==> src/rtl/fixed_add_seq_if.sv <==
// Memory and adder bus of the fixed-point vector-add sequencer.
// master: sequencer side (drives address/strobes/write data and adder operands).
// slave : memory + combinational adder side (returns read data and sum/saturation flag).
interface fixed_add_seq_if #(
   parameter int DATA_WIDTH = 16,
   parameter int ADDR_WIDTH = 8
);
   // Shared single-port memory: read data arrives one cycle after mem_rd_en.
   logic [ADDR_WIDTH-1:0] mem_addr;
   logic                  mem_rd_en;
   logic                  mem_wr_en;
   logic [DATA_WIDTH-1:0] mem_rdata;
   logic [DATA_WIDTH-1:0] mem_wdata;

   // External combinational saturating adder.
   logic [DATA_WIDTH-1:0] add_a;
   logic [DATA_WIDTH-1:0] add_b;
   logic [DATA_WIDTH-1:0] add_out;
   logic                  add_v;

   modport master (
      output mem_addr, mem_rd_en, mem_wr_en, mem_wdata, add_a, add_b,
      input  mem_rdata, add_out, add_v
   );

   modport slave (
      input  mem_addr, mem_rd_en, mem_wr_en, mem_wdata, add_a, add_b,
      output mem_rdata, add_out, add_v
   );
endinterface

==> src/rtl/fixed_add_seq.sv <==
// Fixed-point vector add sequencer: out[i] = sat(A[i] + B[i]) over a shared memory.
// Latency: 5 cycles per element, start-to-done 5*length+1 cycles (1 cycle for length 0).
// Backpressure: none; start is only sampled in IDLE, later starts are dropped.
//
// Ports:
//   clk, rst_n                      clock, async active-low reset
//   start, base_a/b/out, length     job request and parameters (captured on accept)
//   busy, done                      job in progress / one-cycle completion pulse
//   ovf_sticky, ovf_count           saturation summary of the current/last job
//   bus (fixed_add_seq_if.master)   memory port and external adder operands/result
module fixed_add_seq #(
   parameter int DATA_WIDTH = 16,
   parameter int ADDR_WIDTH = 8
) (
   input  logic                  clk,
   input  logic                  rst_n,
   input  logic                  start,
   input  logic [ADDR_WIDTH-1:0] base_a,
   input  logic [ADDR_WIDTH-1:0] base_b,
   input  logic [ADDR_WIDTH-1:0] base_out,
   input  logic [ADDR_WIDTH-1:0] length,
   output logic                  busy,
   output logic                  done,
   output logic                  ovf_sticky,
   output logic [ADDR_WIDTH-1:0] ovf_count,
   fixed_add_seq_if.master       bus
);

   typedef enum logic [2:0] {
      S_IDLE  = 3'd0,
      S_RD_A  = 3'd1,
      S_RD_B  = 3'd2,
      S_LAT_B = 3'd3,
      S_ADD   = 3'd4,
      S_WR    = 3'd5,
      S_DONE  = 3'd6
   } state_t;

   state_t state_q;
   state_t state_d;

   // Captured job parameters and element index.
   logic [ADDR_WIDTH-1:0] base_a_q;
   logic [ADDR_WIDTH-1:0] base_b_q;
   logic [ADDR_WIDTH-1:0] base_out_q;
   logic [ADDR_WIDTH-1:0] len_q;
   logic [ADDR_WIDTH-1:0] idx_q;

   // Operand, result and saturation tracking registers.
   logic [DATA_WIDTH-1:0] add_a_q;
   logic [DATA_WIDTH-1:0] add_b_q;
   logic [DATA_WIDTH-1:0] result_q;
   logic                  ovf_sticky_q;
   logic [ADDR_WIDTH-1:0] ovf_count_q;

   // Decoded controls from the FSM.
   logic                  cap_job;
   logic                  clr_flags;
   logic                  ld_a;
   logic                  ld_b;
   logic                  ld_res;
   logic                  inc_idx;
   logic                  last_elem;

   logic [ADDR_WIDTH-1:0] mem_addr_c;
   logic                  mem_rd_c;
   logic                  mem_wr_c;
   logic [DATA_WIDTH-1:0] mem_wdata_c;
   logic                  busy_c;
   logic                  done_c;

   // Index compare is only reached with len_q != 0, so len_q-1 never underflows.
   assign last_elem = (idx_q == (len_q - ADDR_WIDTH'(1)));

   // ------------------------------------------------------------------
   // State register
   // ------------------------------------------------------------------
   always_ff @(posedge clk or negedge rst_n) begin
      if (!rst_n) begin
         state_q <= S_IDLE;
      end else begin
         state_q <= state_d;
      end
   end

   // ------------------------------------------------------------------
   // Next state and Moore outputs. Memory address is forced to zero in
   // every state that does not access memory.
   // ------------------------------------------------------------------
   always_comb begin
      state_d     = state_q;
      mem_addr_c  = '0;
      mem_rd_c    = 1'b0;
      mem_wr_c    = 1'b0;
      mem_wdata_c = '0;
      busy_c      = 1'b0;
      done_c      = 1'b0;
      cap_job     = 1'b0;
      clr_flags   = 1'b0;
      ld_a        = 1'b0;
      ld_b        = 1'b0;
      ld_res      = 1'b0;
      inc_idx     = 1'b0;

      case (state_q)
         S_IDLE: begin
            if (start) begin
               clr_flags = 1'b1;
               if (length != '0) begin
                  cap_job = 1'b1;
                  state_d = S_RD_A;
               end else begin
                  // Empty job: report completion without touching memory.
                  state_d = S_DONE;
               end
            end
         end

         S_RD_A: begin
            busy_c     = 1'b1;
            mem_addr_c = base_a_q + idx_q;
            mem_rd_c   = 1'b1;
            state_d    = S_RD_B;
         end

         S_RD_B: begin
            // A[i] is on mem_rdata this cycle; B[i] read is issued.
            busy_c     = 1'b1;
            mem_addr_c = base_b_q + idx_q;
            mem_rd_c   = 1'b1;
            ld_a       = 1'b1;
            state_d    = S_LAT_B;
         end

         S_LAT_B: begin
            busy_c  = 1'b1;
            ld_b    = 1'b1;
            state_d = S_ADD;
         end

         S_ADD: begin
            // Operands have been registered for a full cycle; sample the adder.
            busy_c  = 1'b1;
            ld_res  = 1'b1;
            state_d = S_WR;
         end

         S_WR: begin
            // Both reads of element i are complete, so aliasing base_out is safe.
            busy_c      = 1'b1;
            mem_addr_c  = base_out_q + idx_q;
            mem_wr_c    = 1'b1;
            mem_wdata_c = result_q;
            if (last_elem) begin
               state_d = S_DONE;
            end else begin
               inc_idx = 1'b1;
               state_d = S_RD_A;
            end
         end

         S_DONE: begin
            done_c  = 1'b1;
            state_d = S_IDLE;
         end

         default: begin
            state_d = S_IDLE;
         end
      endcase
   end

   // ------------------------------------------------------------------
   // Job parameters and element index
   // ------------------------------------------------------------------
   always_ff @(posedge clk or negedge rst_n) begin
      if (!rst_n) begin
         base_a_q   <= '0;
         base_b_q   <= '0;
         base_out_q <= '0;
         len_q      <= '0;
         idx_q      <= '0;
      end else begin
         if (cap_job) begin
            base_a_q   <= base_a;
            base_b_q   <= base_b;
            base_out_q <= base_out;
            len_q      <= length;
            idx_q      <= '0;
         end else if (inc_idx) begin
            idx_q <= idx_q + ADDR_WIDTH'(1);
         end
      end
   end

   // ------------------------------------------------------------------
   // Operand / result registers and saturation tracking
   // ------------------------------------------------------------------
   always_ff @(posedge clk or negedge rst_n) begin
      if (!rst_n) begin
         add_a_q      <= '0;
         add_b_q      <= '0;
         result_q     <= '0;
         ovf_sticky_q <= 1'b0;
         ovf_count_q  <= '0;
      end else begin
         if (ld_a) begin
            add_a_q <= bus.mem_rdata;
         end
         if (ld_b) begin
            add_b_q <= bus.mem_rdata;
         end
         if (clr_flags) begin
            ovf_sticky_q <= 1'b0;
            ovf_count_q  <= '0;
         end else if (ld_res) begin
            result_q <= bus.add_out;
            if (bus.add_v) begin
               ovf_sticky_q <= 1'b1;
               // Count holds at all-ones rather than wrapping back to zero.
               if (ovf_count_q != '1) begin
                  ovf_count_q <= ovf_count_q + ADDR_WIDTH'(1);
               end
            end
         end
      end
   end

   // ------------------------------------------------------------------
   // Outputs
   // ------------------------------------------------------------------
   assign bus.mem_addr  = mem_addr_c;
   assign bus.mem_rd_en = mem_rd_c;
   assign bus.mem_wr_en = mem_wr_c;
   assign bus.mem_wdata = mem_wdata_c;
   assign bus.add_a     = add_a_q;
   assign bus.add_b     = add_b_q;

   assign busy       = busy_c;
   assign done       = done_c;
   assign ovf_sticky = ovf_sticky_q;
   assign ovf_count  = ovf_count_q;

endmodule

==> src/flat_wrapper.sv <==
// flat-port wrapper written by rule: the top's interface ports become plain ports
module fixed_add_seq_flat 
#(
   parameter int DATA_WIDTH = 16,
   parameter int ADDR_WIDTH = 8
)
  (clk, rst_n, start, base_a, base_b, base_out, length, busy, done, ovf_sticky, ovf_count, bus_mem_addr, bus_mem_rd_en, bus_mem_wr_en, bus_mem_wdata, bus_add_a, bus_add_b, bus_mem_rdata, bus_add_out, bus_add_v);
  fixed_add_seq_if #(.DATA_WIDTH(DATA_WIDTH), .ADDR_WIDTH(ADDR_WIDTH)) bus_i ();
  input  logic clk;
  input  logic rst_n;
  input  logic start;
  input  logic [ADDR_WIDTH-1:0] base_a;
  input  logic [ADDR_WIDTH-1:0] base_b;
  input  logic [ADDR_WIDTH-1:0] base_out;
  input  logic [ADDR_WIDTH-1:0] length;
  output logic busy;
  output logic done;
  output logic ovf_sticky;
  output logic [ADDR_WIDTH-1:0] ovf_count;
  output wire logic [$bits(bus_i.mem_addr)-1:0] bus_mem_addr;
  output wire logic [$bits(bus_i.mem_rd_en)-1:0] bus_mem_rd_en;
  output wire logic [$bits(bus_i.mem_wr_en)-1:0] bus_mem_wr_en;
  output wire logic [$bits(bus_i.mem_wdata)-1:0] bus_mem_wdata;
  output wire logic [$bits(bus_i.add_a)-1:0] bus_add_a;
  output wire logic [$bits(bus_i.add_b)-1:0] bus_add_b;
  input wire logic [$bits(bus_i.mem_rdata)-1:0] bus_mem_rdata;
  input wire logic [$bits(bus_i.add_out)-1:0] bus_add_out;
  input wire logic [$bits(bus_i.add_v)-1:0] bus_add_v;
  assign bus_mem_addr = bus_i.mem_addr;
  assign bus_mem_rd_en = bus_i.mem_rd_en;
  assign bus_mem_wr_en = bus_i.mem_wr_en;
  assign bus_mem_wdata = bus_i.mem_wdata;
  assign bus_add_a = bus_i.add_a;
  assign bus_add_b = bus_i.add_b;
  assign bus_i.mem_rdata = bus_mem_rdata;
  assign bus_i.add_out = bus_add_out;
  assign bus_i.add_v = bus_add_v;
  fixed_add_seq #(.DATA_WIDTH(DATA_WIDTH), .ADDR_WIDTH(ADDR_WIDTH)) u_core (.clk(clk), .rst_n(rst_n), .start(start), .base_a(base_a), .base_b(base_b), .base_out(base_out), .length(length), .busy(busy), .done(done), .ovf_sticky(ovf_sticky), .ovf_count(ovf_count), .bus(bus_i));
endmodule
==> config.mk <==
export PLATFORM = sky130hd
export DESIGN_NAME = fixed_add_seq_flat
export DESIGN_NICKNAME = d
export VERILOG_FILES = /design/src/rtl/fixed_add_seq_if.sv /design/src/rtl/fixed_add_seq.sv /design/src/flat_wrapper.sv
export SDC_FILE = /design/constraint.sdc
export NUM_CORES = 1
export LEC_CHECK = 0
export CELL_PAD_IN_SITES_DETAIL_PLACEMENT = 1
export CELL_PAD_IN_SITES_GLOBAL_PLACEMENT = 1
export CORE_MARGIN = 1.5
export CORE_UTILIZATION = 39
export CTS_CLUSTER_DIAMETER = 200
export DETAILED_ROUTE_END_ITERATION = 7
export HOLD_SLACK_MARGIN = 0.15
export PLACE_DENSITY = 0.94
export SLEW_MARGIN = 20
export SYNTH_ARGS = -nofsm -noshare
export SYNTH_HDL_FRONTEND = slang
export SYNTH_SLANG_ARGS = --single-unit
==> constraint.sdc <==
create_clock -name clk -period 7.64 [get_ports clk]
set_input_delay 0.764 -clock clk [delete_from_list [all_inputs] [get_ports clk]]
set_output_delay 0.764 -clock clk [all_outputs]
set_load 0.05 [all_outputs]
* Yosys cells after proc, flatten, opt, wreduce, memory -nomap -nowiden *
Cells that the tools add are included.

storage, ports and cells
  register bits = 100
  latch bits = 0
  bits in writable memories = 0
  ROM bits = 0
  input bits = 68
  output and inout port bits = 69
  logic and storage cells = 67
  memories = 0

operators by class
  add/subtract/negate cells = 6
  $mul = 0
  divide/modulo/power cells = 0
  $lt $le $gt $ge = 0
  equality and inequality tests = 9
  shifts and indexed selects = 0
  mux-type cells = 29
  bitwise logic cells = 1
  reductions and logical operators = 11

operators with widths
  kind                 count
  $mux 8               6
  $add 8x8->8          3
  $pmux 8 s3           1
  $pmux 3 s6           1
  $mux 1               17
  $add 8x1->8 const B  2
  $mux 16              1
  $eq 3x3->1 const B   3
  $mux 3               3
  $eq 8x8->1           1
  $ne 8x8->1 const B   1
  $reduce_bool 2->1    4
  $reduce_bool 8->1    1
  $sub 8x1->8 const B  1
  $eq 3x2->1 const B   2
  $reduce_or 5->1      1
  $reduce_and 2->1     2
  $eq 3x1->1 const B   1
  $logic_not 3->1      1
  $reduce_and 3->1     1
  $ne 2x2->1 const B   1
  $reduce_or 2->1      1
  $not 1->1            1

* Depth between registers and ports, before layout *
Gate-level depths: netlist of run 1.

  depth after elaboration = 6
  depth in mapped cells = 15
  gate-level depth less buffers = 14

* Least setup slack after synthesis of run 1 *
Ideal clock, no wire load.

  path kind = reg-to-output
  start point = register u_core.state_q[0]
  end point = output bus_mem_addr[6]
  arrival time = 3,708 ps
  required time = 6,876 ps
  path slack = 3,168 ps
  stages on the path, launching flop included = 15
  path buffers = 2
  path through = dfrtp_1 clkbuf_1 nor3b_1 clkbuf_1 nand2_1 o21ai_0 ha_1 inv_1 fa_1 nor2b_1 o21ai_0 a21oi_1 o21ai_0 nor3b_1 nor3_1

on the way
  cells in the longest elaborated chain, start to end = 2
  elaborated cells on any way between the ends = 4
  classes of those cells = 3 x eq/ne; 1 x mux

RTL lines
  item                                      RTL line              source
  start: declaration                        fixed_add_seq.sv:39   state_t state_q;
  start signal: assignment                  fixed_add_seq.sv:82   state_q <= state_d;
  $eq 3x3->1, or another cell as far along  fixed_add_seq.sv:105  case (state_q)
  $pmux 8 s3 *                              fixed_add_seq.sv:105
  end: declaration                          flat_wrapper.sv:20    output wire logic [$bits(bus_i.mem_addr)-1:0] bus_mem_addr;

Mark *: on every way between the ends. The rest lies on a longest branch, timed or not.

* Worst setup path in the final report of run 1 *
  start point = register u_core.state_q[1]
  end point = output bus_mem_addr[6]

The elaborated chain is that of the path after synthesis.

==> flow_results.org, run 1 <==
** Floorplan
- CORE AREA :: 0.01206 mm^2
- Cell Rows :: 40
- The die is 114.4 um tall.
- Initial core utilization :: 40.11%
- The die covers 0.01308 mm^2.
- The die is 114.4 um wide.
- During I/O placement, the number of pins put on the boundary was 137.

** Detailed routing
- First-pass iteration count of the detailed router :: 4
- Dividing the detail-routed via count by the number of cells gives 5.181.
- For this block, the via count after detailed routing is 4005.
- Remaining antenna violation count after routing :: 0
- After detailed routing, the number of remaining DRC violations is 0.
- Detailed Route WL :: 13.67 mm
- Violation count after the first detailed-routing iteration :: 168
- Wirelength per Cell :: 17.69 um

** Clocking
- Clock Latency Late Sink :: 0.34 ns
- Clock slew at reported path FFs :: 0.07 ns
- TritonCTS built the clock tree.
- Once the clock tree was built, the setup fixing pass inserted 0 buffers.
- Number of resized instances in the post-cts repair step :: 0
- For this design, the sink count on the clock tree is 100.
- The clock tree synthesis step divided the H-tree into 3 levels.
- Count of hold-fix buffers inserted at cts :: 0
- Num CTS Buffers :: 9
- Clock tree synthesis selected as its root buffer the cell sky130_fd_sc_hd__clkbuf_16.
- Clock tree buffer depth :: 2

** Min path
- The worst hold path belongs to the class input port to asynchronous set/reset pin.

** STA
- The worst path uses 72.76% of the clock period.
- Final-layout worst hold slack :: 0.4193 ns
- Setup repair after global routing left no endpoint under its margin.
- Final critical-path required period :: 5.559 ns
- Number of pins with negative max-slew slack in the final report :: 0
- The final-report hold violation count is 0.
- Derived from the worst setup path, the maximum achievable clock frequency is 179.9 MHz.
- Worst slew slack as a fraction of its limit :: 34.27%
- Setup skew after layout :: 0.007542 ns
- After routing, the total negative slack on setup checks comes to 0 ns.
- Final count of negative-setup-slack endpoints :: 0
- At the pin with the least slew margin, the transition time is 0.9848 ns.

** Finish
- Commonest non-fill, non-tap cell in the layout :: sky130_fd_sc_hd__clkdlybuf4s50_1
- The post-route netlist has 12.89% of its cells at a drive strength greater than 1.
- Final nets :: 679
- Summing all flip-flop and latch instances after layout gives 0.002502 mm^2.
- Commonest non-fill, non-tap cells in the layout :: 135 x sky130_fd_sc_hd__clkdlybuf4s50_1, 109 x sky130_fd_sc_hd__nand2_1, 100 x sky130_fd_sc_hd__dfrtp_1
- Compared with the post-synthesis result, the final layout area differs by 39.18%.
- In the final layout, the multi-input gates occupy 0.002210 mm^2.
- After filler insertion, the fill cell instance count of the layout stands at 1300.
- The repair_antennas step left the layout with diodes totalling 0.

** Place
- Final HPWL DP :: 10.08 mm
- Routability cong. :: 0.8759
- In this run the tool buffered the top-level ports with 136 buffer cells.

** Yosys
- Summing every instance area after synthesis gives 0.004838 mm^2.
- Yosys reg bits :: 100
- Mean Syn Cell Area :: 10.29 um^2
- Yosys Warn Count :: 0
- Portion of the post-synthesis area used by sequential elements :: 51.72%
- Most used DFF post-synth :: sky130_fd_sc_hd__dfrtp_1
- Number of instances in the synthesized netlist :: 470
- When the netlist entered floorplanning its net count stood at 549.
- Number of enable-type register cells in the synthesized netlist :: 0
- For this run, asynchronously set or reset flops after synthesis account for 100.0%.
- Number of distinct standard cells referenced by the synthesized netlist :: 50

** Critical path
- Data arrival time of the critical path :: 4.79 ns
- Library cell contributing the largest single delay on the critical path :: sky130_fd_sc_hd__clkdlybuf4s50_1
- For the worst setup path, the data required time is 6.88 ns.
- Kind of start point of the critical path :: register
- Type of element capturing the critical path :: output pin
- Cells along the critical path :: inv_1, nand3_1, inv_1, mux2i_1, o21ai_0, ha_1, inv_1, fa_1, nor2b_1, o21ai_0, a21oi_1, o21ai_0, nor3b_1, nor3_1, clkdlybuf4s50_1
- Top fanout value on the critical path :: 29
- The critical path is of the register to output pin type.
- Maximum cell stage delay along the critical path :: 0.83 ns

** Flow run
- Max-cap violations in this run came to 0.

** Global routing
- Via count of the first global-routing pass :: 4609
- Global route overflow :: 0
- Aggregate global-route resource usage :: 21.91%
- Maximum number of pins on one net before global-route repair :: 55
- First-pass GRT wire length :: 22.42 mm
- Initial antenna violation count :: 0

** Pwr
- Across the VDD grid, the largest voltage drop is 0.2631 mV.
- Leakage power summed over all cells :: 2.882 nW
- Total power per unit cell area :: 453.3 mW/mm^2

** Status
- Status :: completed
-- through the flow --
step / cell area [um^2] / setup WS (ns) / util, % / instances / power, mW
after detailed placement: 6372 / 2.427 / 52.83 / 757 / 2.523
after global placement: 6372 / 2.778 / 52.83 / 757 / 2.440
final: 6734 / 2.081 / 55.83 / 773 / 3.052
after CTS: 6731 / 2.053 / 55.81 / 773 / 3.079
after global routing: 6734 / 1.730 / 55.83 / 773 / 3.218
after floorplan: 4838 / 3.168 / - / 470 / 1.979
-- synthesized netlist by cell type, types with 2 or more instances --
cell type / n / area share, %
sky130_fd_sc_hd__nor4_1: 3 / 0.39
sky130_fd_sc_hd__xnor2_1: 8 / 1.4
sky130_fd_sc_hd__inv_1: 15 / 1.2
sky130_fd_sc_hd__and2_1: 17 / 2.2
sky130_fd_sc_hd__buf_2: 3 / 0.31
sky130_fd_sc_hd__nand3_1: 9 / 0.93
sky130_fd_sc_hd__o31ai_1: 5 / 0.78
sky130_fd_sc_hd__o211ai_1: 5 / 0.78
sky130_fd_sc_hd__clkbuf_1: 18 / 1.4
sky130_fd_sc_hd__o21ai_0: 14 / 1.4
sky130_fd_sc_hd__ha_1: 10 / 2.6
sky130_fd_sc_hd__nor3_1: 9 / 0.93
sky130_fd_sc_hd__mux2i_1: 7 / 1.4
sky130_fd_sc_hd__a221oi_1: 2 / 0.36
sky130_fd_sc_hd__nor3b_1: 4 / 0.62
sky130_fd_sc_hd__a21oi_1: 13 / 1.3
sky130_fd_sc_hd__nand2_1: 110 / 8.5
sky130_fd_sc_hd__mux2_2: 48 / 11
sky130_fd_sc_hd__dfrtp_1: 100 / 52
sky130_fd_sc_hd__nand4_1: 6 / 0.78
sky130_fd_sc_hd__nor2_1: 15 / 1.2
sky130_fd_sc_hd__nor2b_1: 3 / 0.39
sky130_fd_sc_hd__a21o_1: 4 / 0.62
sky130_fd_sc_hd__nand2b_1: 4 / 0.52
sky130_fd_sc_hd__or4_1: 3 / 0.47
sky130_fd_sc_hd__o41ai_1: 2 / 0.36
sky130_fd_sc_hd__o211a_1: 2 / 0.41
sky130_fd_sc_hd__xor2_1: 9 / 1.6
-- worst paths after layout --
kind                       slack [ns]            endpoint               start  depth (start not counted)
max reg2reg                      4.95     u_core.idx_q[5]   u_core.state_q[0]                          5
max                              2.08     bus_mem_addr[6]   u_core.state_q[1]                         15
min in group clk                 0.47  u_core.base_a_q[7]  u_core.base_a_q[7]                          2
min                              0.42  u_core.result_q[8]               rst_n                          1
min reg2reg                      0.47  u_core.base_a_q[7]  u_core.base_a_q[7]                          2
max in group asynchronous        6.08  u_core.base_a_q[4]               rst_n                          2
-- layout make-up --
type	count	area share, %
repair buffers	141	20.74
multi-input cells	333	32.81
flip-flops and latches	100	37.16
well taps	168	3.122
inverters	15	0.8361
clock inverters	5	1.579
clock buffers	11	3.753
-- sequential cells by signal, indices dropped and copies added, names as in the netlist, 3 cells and up --
signal	count
u_core.base_a_q	8
u_core.base_b_q	8
u_core.base_out_q	8
u_core.bus.add_a	16
u_core.bus.add_b	16
u_core.idx_q	8
u_core.len_q	8
u_core.ovf_count	8
u_core.result_q	16
u_core.state_q	3
-- kinds of logic after synthesis --
kind of cell | count (synthesis) | share of synthesized area, %
mux | 56 | 12.85
xor+xnor | 17 | 3.077
buf+inv | 37 | 2.948
fa+ha+maj | 11 | 3.000
flops | 100 | 51.72
compound gates | 61 | 8.664
simple gates | 188 | 17.74
-- per-layer routing --
layer	track usage, %	vias to the layer above	part of all wire, %
met3	6.935	25	5.9
met1	24.57	2002	39
met2	39.60	104	53
li1	-	1874	-
met4	6.750	0	2.2
met5	0	-	0
-- critical path: cells and delay by family, from the launching register on --
family / cells / cell delay [ns]
buffers and inverters: 4 / 1.85
adders and majority gates: 2 / 0.56
AOI/OAI and AO/OA: 4 / 0.72
muxes: 1 / 0.18
DFF: 1 / 0.50
and+or+nand+nor: 4 / 0.63
-- power breakdown --
group / switching [mW] / internal (mW)
combinational: 0.981 / 0.601
clock: 0.202 / 0.339
sequential: 0.170 / 0.760
No activity file was read; power rests on OpenSTA's default activity.
==> run 2, diff against run 1 <==
--- a/config.mk
+++ b/config.mk
@@ -8,11 +8,11 @@
 export CELL_PAD_IN_SITES_DETAIL_PLACEMENT = 1
 export CELL_PAD_IN_SITES_GLOBAL_PLACEMENT = 1
 export CORE_MARGIN = 1.5
-export CORE_UTILIZATION = 39
+export CORE_UTILIZATION = 36
 export CTS_CLUSTER_DIAMETER = 200
 export DETAILED_ROUTE_END_ITERATION = 7
 export HOLD_SLACK_MARGIN = 0.15
-export PLACE_DENSITY = 0.94
+export PLACE_DENSITY = 0.88
 export SLEW_MARGIN = 20
 export SYNTH_ARGS = -nofsm -noshare
 export SYNTH_HDL_FRONTEND = slang
==> constraint.sdc (replaced) <==
create_clock -name clk -period 5.4 [get_ports clk]
set_input_delay 0.54 -clock clk [delete_from_list [all_inputs] [get_ports clk]]
set_output_delay 0.54 -clock clk [all_outputs]
set_load 0.05 [all_outputs]
==> run 2 against run 1 <==
  * Critical path depth rose by 1
  * Clock skew barely moved
  * Hold slack got worse by 0.26 ns
  * Non-clock buffer count did not move
  * Cell area fell by 1.2%
  * Sequential power rose by 42%
  * Flip-flop and latch count did not move
  * Largest power group unchanged
==> flow_results.org, run 2 (synthesis results as in run 1) <==
** Floorplan
- Initial core utilization :: 36.68% (was 40.11%)
- The standard-cell row count was 42 (was 40).
- CORE AREA :: 0.01319 mm^2 (was 0.01206 mm^2)
- The overall die area was 0.01414 mm^2 (was 0.01308 mm^2).
- Die Y :: 118.9 um (was 114.4 um)
- The width of the die came to 118.9 um (was 114.4 um).
- I/O pins :: 137 (unchanged)

** STA
- Timing would allow up to 197.0 MHz.
- Worst slew slack as a fraction of its limit :: 37.50% (was 34.27%)
- The actual transition at the worst max-transition pin is 0.9349 ns (was 0.9848 ns).
- The number of slew-limit violations in the final report came to 0 (unchanged).
- The worst clock skew on the final layout came to 0.007553 ns (was 0.007542 ns).
- The setup TNS came to 0 ns (unchanged).
- The final number of setup-violating endpoints was 0 (unchanged).
- The final worst setup slack is 0.3228 ns (was 2.081 ns).
- The final-report hold violation count came to 0 (unchanged).
- The worst path uses 94.02% of the clock period.
- Unrepaired setup endpoints after global routing: false (unchanged).
- The clock period could shrink to 5.077 ns.

** Pwr
- Part of the total power dissipated in combinational logic :: 53.7% (was 51.8%)
- The register share of total power is 31.8% (was 30.5%).
- The total power divided by cell area came to 624.4 mW/mm^2 (was 453.3 mW/mm^2).
- The leakage power total is 2.845 nW (was 2.882 nW).
- Cell internal pwr :: 2.247 mW (was 1.700 mW)
- The proportion of power drawn by the clock network came to 14.4% (was 17.7%).
- The post-route total power was 4.155 mW (was 3.052 mW).
- The switching power total is 1.908 mW (was 1.353 mW).
- The fraction of power spent switching nets was 45.92% (was 44.32%).
- The worst-case vdd ir drop is 0.3494 mV (was 0.2631 mV).

** Finish
- The flip-flop and latch area came to 0.002502 mm^2 (unchanged).
- The layout overhead on the synthesized area was 37.55% (was 39.18%).
- The number of inserted diodes was 0 (unchanged).
- Final Cell Area :: 0.006655 mm^2 (was 0.006734 mm^2)
- The total area of multi-input combinational cells is 0.002210 mm^2 (unchanged).
- Share of layout cells above drive strength 1 :: 12.73% (was 12.89%)
- Commonest non-fill, non-tap cells in the layout: 135 x sky130_fd_sc_hd__clkdlybuf4s50_1, 109 x sky130_fd_sc_hd__nand2_1, 100 x sky130_fd_sc_hd__dfrtp_1 (unchanged).
- The most common cell after layout, fill and taps aside was sky130_fd_sc_hd__clkdlybuf4s50_1 (unchanged).
- Layout fillers :: 1429 (was 1300)
- The net count reported at finish came to 679 (unchanged).

** Flow run
- Total of max-cap violations :: 0 (unchanged)

** Clocking
- The clock root buffer was sky130_fd_sc_hd__clkbuf_16 (unchanged).
- The post-cts hold buffer count is 0 (unchanged).
- The number of H-tree levels came to 3 (unchanged).
- The number of CTS-inserted buffers is 9 (unchanged).
- The post-cts resize count was 0 (unchanged).
- The CTS tree is built (unchanged).
- Clock tree buffer depth :: 2 (unchanged)
- Sink count of the clock tree :: 100 (unchanged)
- The setup fix buffers added after clock tree synthesis is 0 (unchanged).
- The clock transition at the registers of the reported paths is 0.07 ns (about the same).
- Clock Latency Late Sink :: 0.34 ns (about the same)

** Detailed routing
- The total wire length came to 13.77 mm (was 13.67 mm).
- Remaining antenna violation count after routing :: 0 (unchanged)
- The via count normalized by instance count came to 5.132 (was 5.181).
- The number of design rule violations left after detail routing is 0 (unchanged).
- The first-pass iteration count of the detailed router is 4 (unchanged).
- The number of vias in the routed layout came to 4008 (was 4005).
- Violation count after the first detailed-routing iteration :: 131 (was 168)
- Wirelength per Cell :: 17.63 um (was 17.69 um)

** Critical path
- Classification of the worst setup path :: register to output pin (unchanged)
- Startpoint of the lowest-slack register-to-register path :: u_core.len_q[0] (was u_core.state_q[0])
- The launching element type of the critical path is a register (unchanged).
- The depth of the worst register-to-register path was 8 (was 5).
- The worst reg-to-reg setup slack came to 2.38 ns (was 4.95 ns).
- The launch point of the worst path was u_core.state_q[1] (unchanged).
- The endpoint of the worst register-to-register path is u_core.idx_q[1] (was u_core.idx_q[5]).
- Data arrival time of the critical path :: 4.54 ns (was 4.79 ns)
- The kind of end point of the critical path is an output pin (unchanged).
- Top fanout value on the critical path :: 23 (was 29)
- Critical path required time :: 4.86 ns (was 6.88 ns)

** Place
- The placer congestion estimate came to 0.7932 (was 0.8759).
- Final HPWL DP :: 10.18 mm (was 10.08 mm)
- Post-Place Worst Slack :: 0.7124 ns (was 2.427 ns)
- The cell area after placement came to 0.006382 mm^2 (was 0.006372 mm^2).
- The count of port buffers added during placement came to 136 (unchanged).

** Global routing
- The combined global-route utilization of all metal layers was 20.07% (was 21.91%).
- Maximum number of pins on one net before global-route repair :: 66 (was 55)
- The met2 global-route usage was 35.61% (was 39.60%).
- Global route overflow :: 0 (unchanged)
- The global-route wire length before repair came to 22.61 mm (was 22.42 mm).
- The via count of the first global-routing pass is 4491 (was 4609).
- The number of antenna violations at the first check in global routing is 0 (unchanged).
- Met1 Track Usage GR :: 22.63% (was 24.57%)
- Most heavily used metal layer in global routing :: met2 (unchanged)
- Routing usage on met3 :: 5.891% (was 6.935%)

** Status
- Status :: completed (unchanged)

** Min path
- HP Class :: input port to asynchronous set/reset pin (unchanged)
[run 2: cell type report]
cell class,instances,share of cell area [%]
Inverter,15,0.8460
Sequential cell,100,37.60
Clock inverter,5,0.4136
Multi-Input combinational cell,333,33.20
Tap cell,176,3.309
Clock buffer,11,3.647
Timing Repair Buffer,141,20.98
[run 2: layer usage]
layer | vias up | wire, um
met4 | 0 | 376
met3 | 28 | 870
met1 | 2018 | 5349
met2 | 96 | 7174
li1 | 1866 | -
met5 | - | 0
[run 2: worst max-delay path: stages (launching register included)]
cell	delay, ns
sky130_fd_sc_hd__dfrtp_1	0.50
sky130_fd_sc_hd__inv_1	0.18
sky130_fd_sc_hd__nand3_1	0.19
sky130_fd_sc_hd__inv_1	0.35
sky130_fd_sc_hd__buf_4	0.32
sky130_fd_sc_hd__nand2_1	0.09
sky130_fd_sc_hd__a21oi_1	0.13
sky130_fd_sc_hd__a21o_1	0.13
sky130_fd_sc_hd__inv_1	0.06
sky130_fd_sc_hd__fa_1	0.42
sky130_fd_sc_hd__nor2b_1	0.18
sky130_fd_sc_hd__o21ai_0	0.14
sky130_fd_sc_hd__a21oi_1	0.24
sky130_fd_sc_hd__o21ai_0	0.14
sky130_fd_sc_hd__nor3b_1	0.16
sky130_fd_sc_hd__nor3_1	0.12
sky130_fd_sc_hd__clkdlybuf4s50_1	0.83
[run 2: power groups by stage]
stage                     Sequential (mW)  Clock, mW  Combinational, mW
after global placement               1.30          0               2.17
after detailed placement             1.33          0               2.24
after CTS                            1.32      0.611               2.26
final                                1.32      0.600               2.23
after global routing                 1.37      0.646               2.38
after floorplan                      1.71          0               1.09
[run 2: metrics by stage]
step	instances	hold slack (ns)	util [%]
after floorplan	470	0.2444	-
after global placement	765	0.4555	48.39
after detailed placement	765	0.4630	48.39
after CTS	781	0.1712	50.44
after global routing	781	0.1934	50.46
final	781	0.1581	50.46
[run 2: how the worst max path moves through the flow]
stage	to	slack (ns)	depth (start not counted)
2_1_floorplan	bus_mem_addr[6]	1.15	14
3_3_place_gp	bus_mem_addr[7]	1.06	15
3_5_place_dp	bus_mem_addr[6]	0.71	16
4_1_cts	bus_mem_addr[6]	0.31	16
5_1_grt	bus_mem_addr[6]	0.008	16
6_report	bus_mem_addr[6]	0.32	16
==> run 3, diff against run 2 <==
--- a/config.mk
+++ b/config.mk
@@ -7,6 +7,7 @@
 export LEC_CHECK = 0
 export CELL_PAD_IN_SITES_DETAIL_PLACEMENT = 1
 export CELL_PAD_IN_SITES_GLOBAL_PLACEMENT = 1
+export CORE_ASPECT_RATIO = 2
 export CORE_MARGIN = 1.5
 export CORE_UTILIZATION = 36
 export CTS_CLUSTER_DIAMETER = 200
==> run 3 against run 2 <==
  * Critical endpoint unchanged
  * Sequential share of layout area barely moved
  * Non-clock buffer count increased by 1
  * Cell area about the same
  * The run now ends with design-rule violations left
  * Count of clock-buffer cells in the layout up 1
  * Die area rose by 0.30%
==> flow_results.org, run 3 (synthesis results as in run 1) <==
** Place
- Number of instances in the placed design :: 742 (was 765)
- The post-placement setup slack is 0.9190 ns (was 0.7124 ns).
- The half-perimeter wire length after placement came to 10.61 mm (was 10.18 mm).
- The count of port buffers added during placement was 136 (unchanged).
- Area post-placement :: 0.006360 mm^2 (was 0.006382 mm^2)
- The placer congestion estimate came to 0.8092 (was 0.7932).

** Clocking
- The number of H-tree levels is 3 (unchanged).
- The number of CTS-inserted buffers came to 9 (unchanged).
- Clock Latency Late Sink :: 0.35 ns (was 0.34 ns)
- The CTS tree is built (unchanged).
- The post-cts resize count was 0 (unchanged).
- The clock transition at the registers of the reported paths was 0.07 ns (about the same).
- The clock root buffer was sky130_fd_sc_hd__clkbuf_16 (unchanged).
- The post-cts hold buffer count is 0 (unchanged).
- Sink count of the clock tree :: 100 (unchanged)
- The setup fix buffers added after clock tree synthesis came to 0 (unchanged).
- The number of buffers on the longest clock path came to 2 (unchanged).

** Floorplan
- The width of the die came to 84.98 um (was 118.9 um).
- Die Y :: 167.0 um (was 118.9 um)
- I/O pins :: 137 (unchanged)
- Floorplan die area :: 0.01419 mm^2 (was 0.01414 mm^2)
- Cell Rows :: 59 (was 42)
- The initial core utilization came to 37.03% (was 36.68%).
- CORE AREA :: 0.01307 mm^2 (was 0.01319 mm^2)

** Finish
- The share of the core filled with cells in the final layout is 50.98% (was 50.46%).
- The number of non-filler instances in the completed layout was 758 (was 781).
- Layout overhead on the synthesized area :: 37.68% (was 37.55%)
- The number of inserted diodes was 0 (unchanged).
- The layout filler cell count is 1434 (was 1429).
- Share of layout cells above drive strength 1 :: 13.04% (was 12.73%)
- Final nets :: 680 (was 679)
- The post-layout instance area came to 0.006661 mm^2 (was 0.006655 mm^2).
- The most common cell after layout, fill and taps aside was sky130_fd_sc_hd__clkdlybuf4s50_1 (unchanged).
- Commonest non-fill, non-tap cells in the layout :: 135 x sky130_fd_sc_hd__clkdlybuf4s50_1, 109 x sky130_fd_sc_hd__nand2_1, 100 x sky130_fd_sc_hd__dfrtp_1 (unchanged)

** Critical path
- Library cell contributing the largest single delay on the critical path :: sky130_fd_sc_hd__clkdlybuf4s50_1 (unchanged)
- Maximum cell stage delay along the critical path :: 0.83 ns (about the same)
- Data arrival time of the critical path :: 4.41 ns (was 4.54 ns)
- Top fanout value on the critical path :: 11 (was 23)
- Cells along the critical path :: inv_1, nand3_1, inv_1, mux2i_1, o21ai_0, ha_1, inv_1, fa_1, nor2b_1, o21ai_0, a21oi_1, o21ai_0, nor3b_1, nor3_1, clkdlybuf4s50_1 (was inv_1, nand3_1, inv_1, buf_4, nand2_1, a21oi_1, a21o_1, inv_1, fa_1, nor2b_1, o21ai_0, a21oi_1, o21ai_0, nor3b_1, nor3_1, clkdlybuf4s50_1)
- Number of cells on the critical path :: 15 (was 16)
- Type of element capturing the critical path :: output pin (unchanged)
- The kind of cell with the highest combined delay on the critical path is buffers and inverters (unchanged).
- Classification of the worst setup path :: register to output pin (unchanged)
- Number of cell instances on the worst register-to-register path :: 8 (unchanged)
- The required time reported for the critical path endpoint was 4.86 ns (about the same).
- Worst reg-to-reg setup slack :: 2.40 ns (was 2.38 ns)
- Number of buffer and inverter stages on the critical path :: 4 (was 5)
- The launching element type of the critical path was a register (unchanged).

** Detailed routing
- Count of unresolved DRC violations after routing :: 2 (was 0)
- The first-pass iteration count of the detailed router is 6 (was 4).
- Remaining antenna violation count after routing :: 0 (unchanged)
- Wirelength per Cell :: 18.30 um (was 17.63 um)
- The via count normalized by instance count was 5.303 (was 5.132).
- The DRC violation total after the first TritonRoute iteration came to 189 (was 131).
- Detailed Route WL :: 13.87 mm (was 13.77 mm)
- Total number of vias :: 4020 (was 4008)

** Global routing
- Aggregate global-route resource usage :: 20.41% (was 20.07%)
- The global-route wire length before repair was 22.53 mm (was 22.61 mm).
- Global route overflow :: 0 (unchanged)
- The number of antenna violations at the first check in global routing is 0 (unchanged).
- The via count of the first global-routing pass was 4436 (was 4491).
- Maximum number of pins on one net before global-route repair :: 63 (was 66)

** Pwr
- The combinational share of power is 53.4% (was 53.7%).
- Cell internal pwr :: 2.280 mW (was 2.247 mW)
- The proportion of power drawn by the clock network was 15.2% (was 14.4%).
- The switching power total came to 1.910 mW (was 1.908 mW).
- Sequential share of power :: 31.4% (was 31.8%)
- The post-route total power was 4.190 mW (was 4.155 mW).
- The total power divided by cell area came to 629.1 mW/mm^2 (was 624.4 mW/mm^2).
- The fraction of power spent switching nets came to 45.59% (was 45.92%).
- Leakage power summed over all cells :: 2.856 nW (was 2.845 nW)
- Max IR drop VDD :: 0.3532 mV (was 0.3494 mV)

** STA
- Hold Violations, Final :: 0 (unchanged)
- Worst-Margin Slew :: 0.9329 ns (was 0.9349 ns)
- Worst Slack Setup Final :: 0.4483 ns (was 0.3228 ns)
- The final number of setup-violating endpoints came to 0 (unchanged).
- Setup TNS after final layout :: 0 ns (unchanged)
- The maximum clock frequency was 201.9 MHz (was 197.0 MHz).
- Setup skew after layout :: 0.009320 ns (was 0.007553 ns)
- Final critical-path required period :: 4.952 ns (was 5.077 ns)
- The final-layout worst hold slack came to 0.1476 ns (was 0.1581 ns).
- Tcrit/Tclk final :: 91.70% (was 94.02%)
- Worst slew slack as a fraction of its limit :: 37.81% (was 37.50%)
- Number of pins with negative max-slew slack in the final report :: 0 (unchanged)
- Unrepaired setup endpoints after global routing :: false (unchanged)

** Status
- The final reports fail on design-rule violations.
- Status: finished, violations left (was completed).

** Min path
- The path category of the worst min-delay check was input port to asynchronous set/reset pin (unchanged).

** Flow run
- Total of max-cap violations :: 0 (unchanged)
-- run 3: cell count changes in the layout (fill, tap and decap cells not counted), sizes merged --
cell and delta:
clkinv -2, buf +1, clkbuf +1, clkinvlp +1
-- run 3: power groups by stage --
stage               Clock, mW  Combinational, mW  Sequential, mW
floorplan                   0               1.09            1.71
global placement            0               2.17            1.30
detailed placement          0               2.25            1.33
CTS                     0.653               2.27            1.32
global route            0.679               2.40            1.36
finish                  0.638               2.24            1.32
-- run 3: worst paths after layout --
path / start / endpoint
max: u_core.state_q[1] / bus_mem_addr[6]
min: rst_n / u_core.ovf_count[4]
max reg2reg: u_core.len_q[0] / u_core.idx_q[1]
min reg2reg: u_core.base_a_q[7] / u_core.base_a_q[7]
max in group asynchronous: rst_n / u_core.bus.add_b[14]
min in group clk: u_core.base_a_q[7] / u_core.base_a_q[7]
-- run 3: cell type report --
class                      instances  area (um^2)  area share (%)
clock inverter                     4        32.53          0.4884
clock buffer                      12        266.5           4.001
inverter                          15        56.30          0.8452
multi-input combinational        333         2210           33.17
sequential                       100         2502           37.57
timing repair buffer             142         1404           21.07
tap                              152        190.2           2.855
-- run 3: layer usage --
metal	wire [um]	global-route usage, %
met5	0	0
met4	559	10.55
met3	607	4.163
met2	8011	38.65
met1	4695	20.21
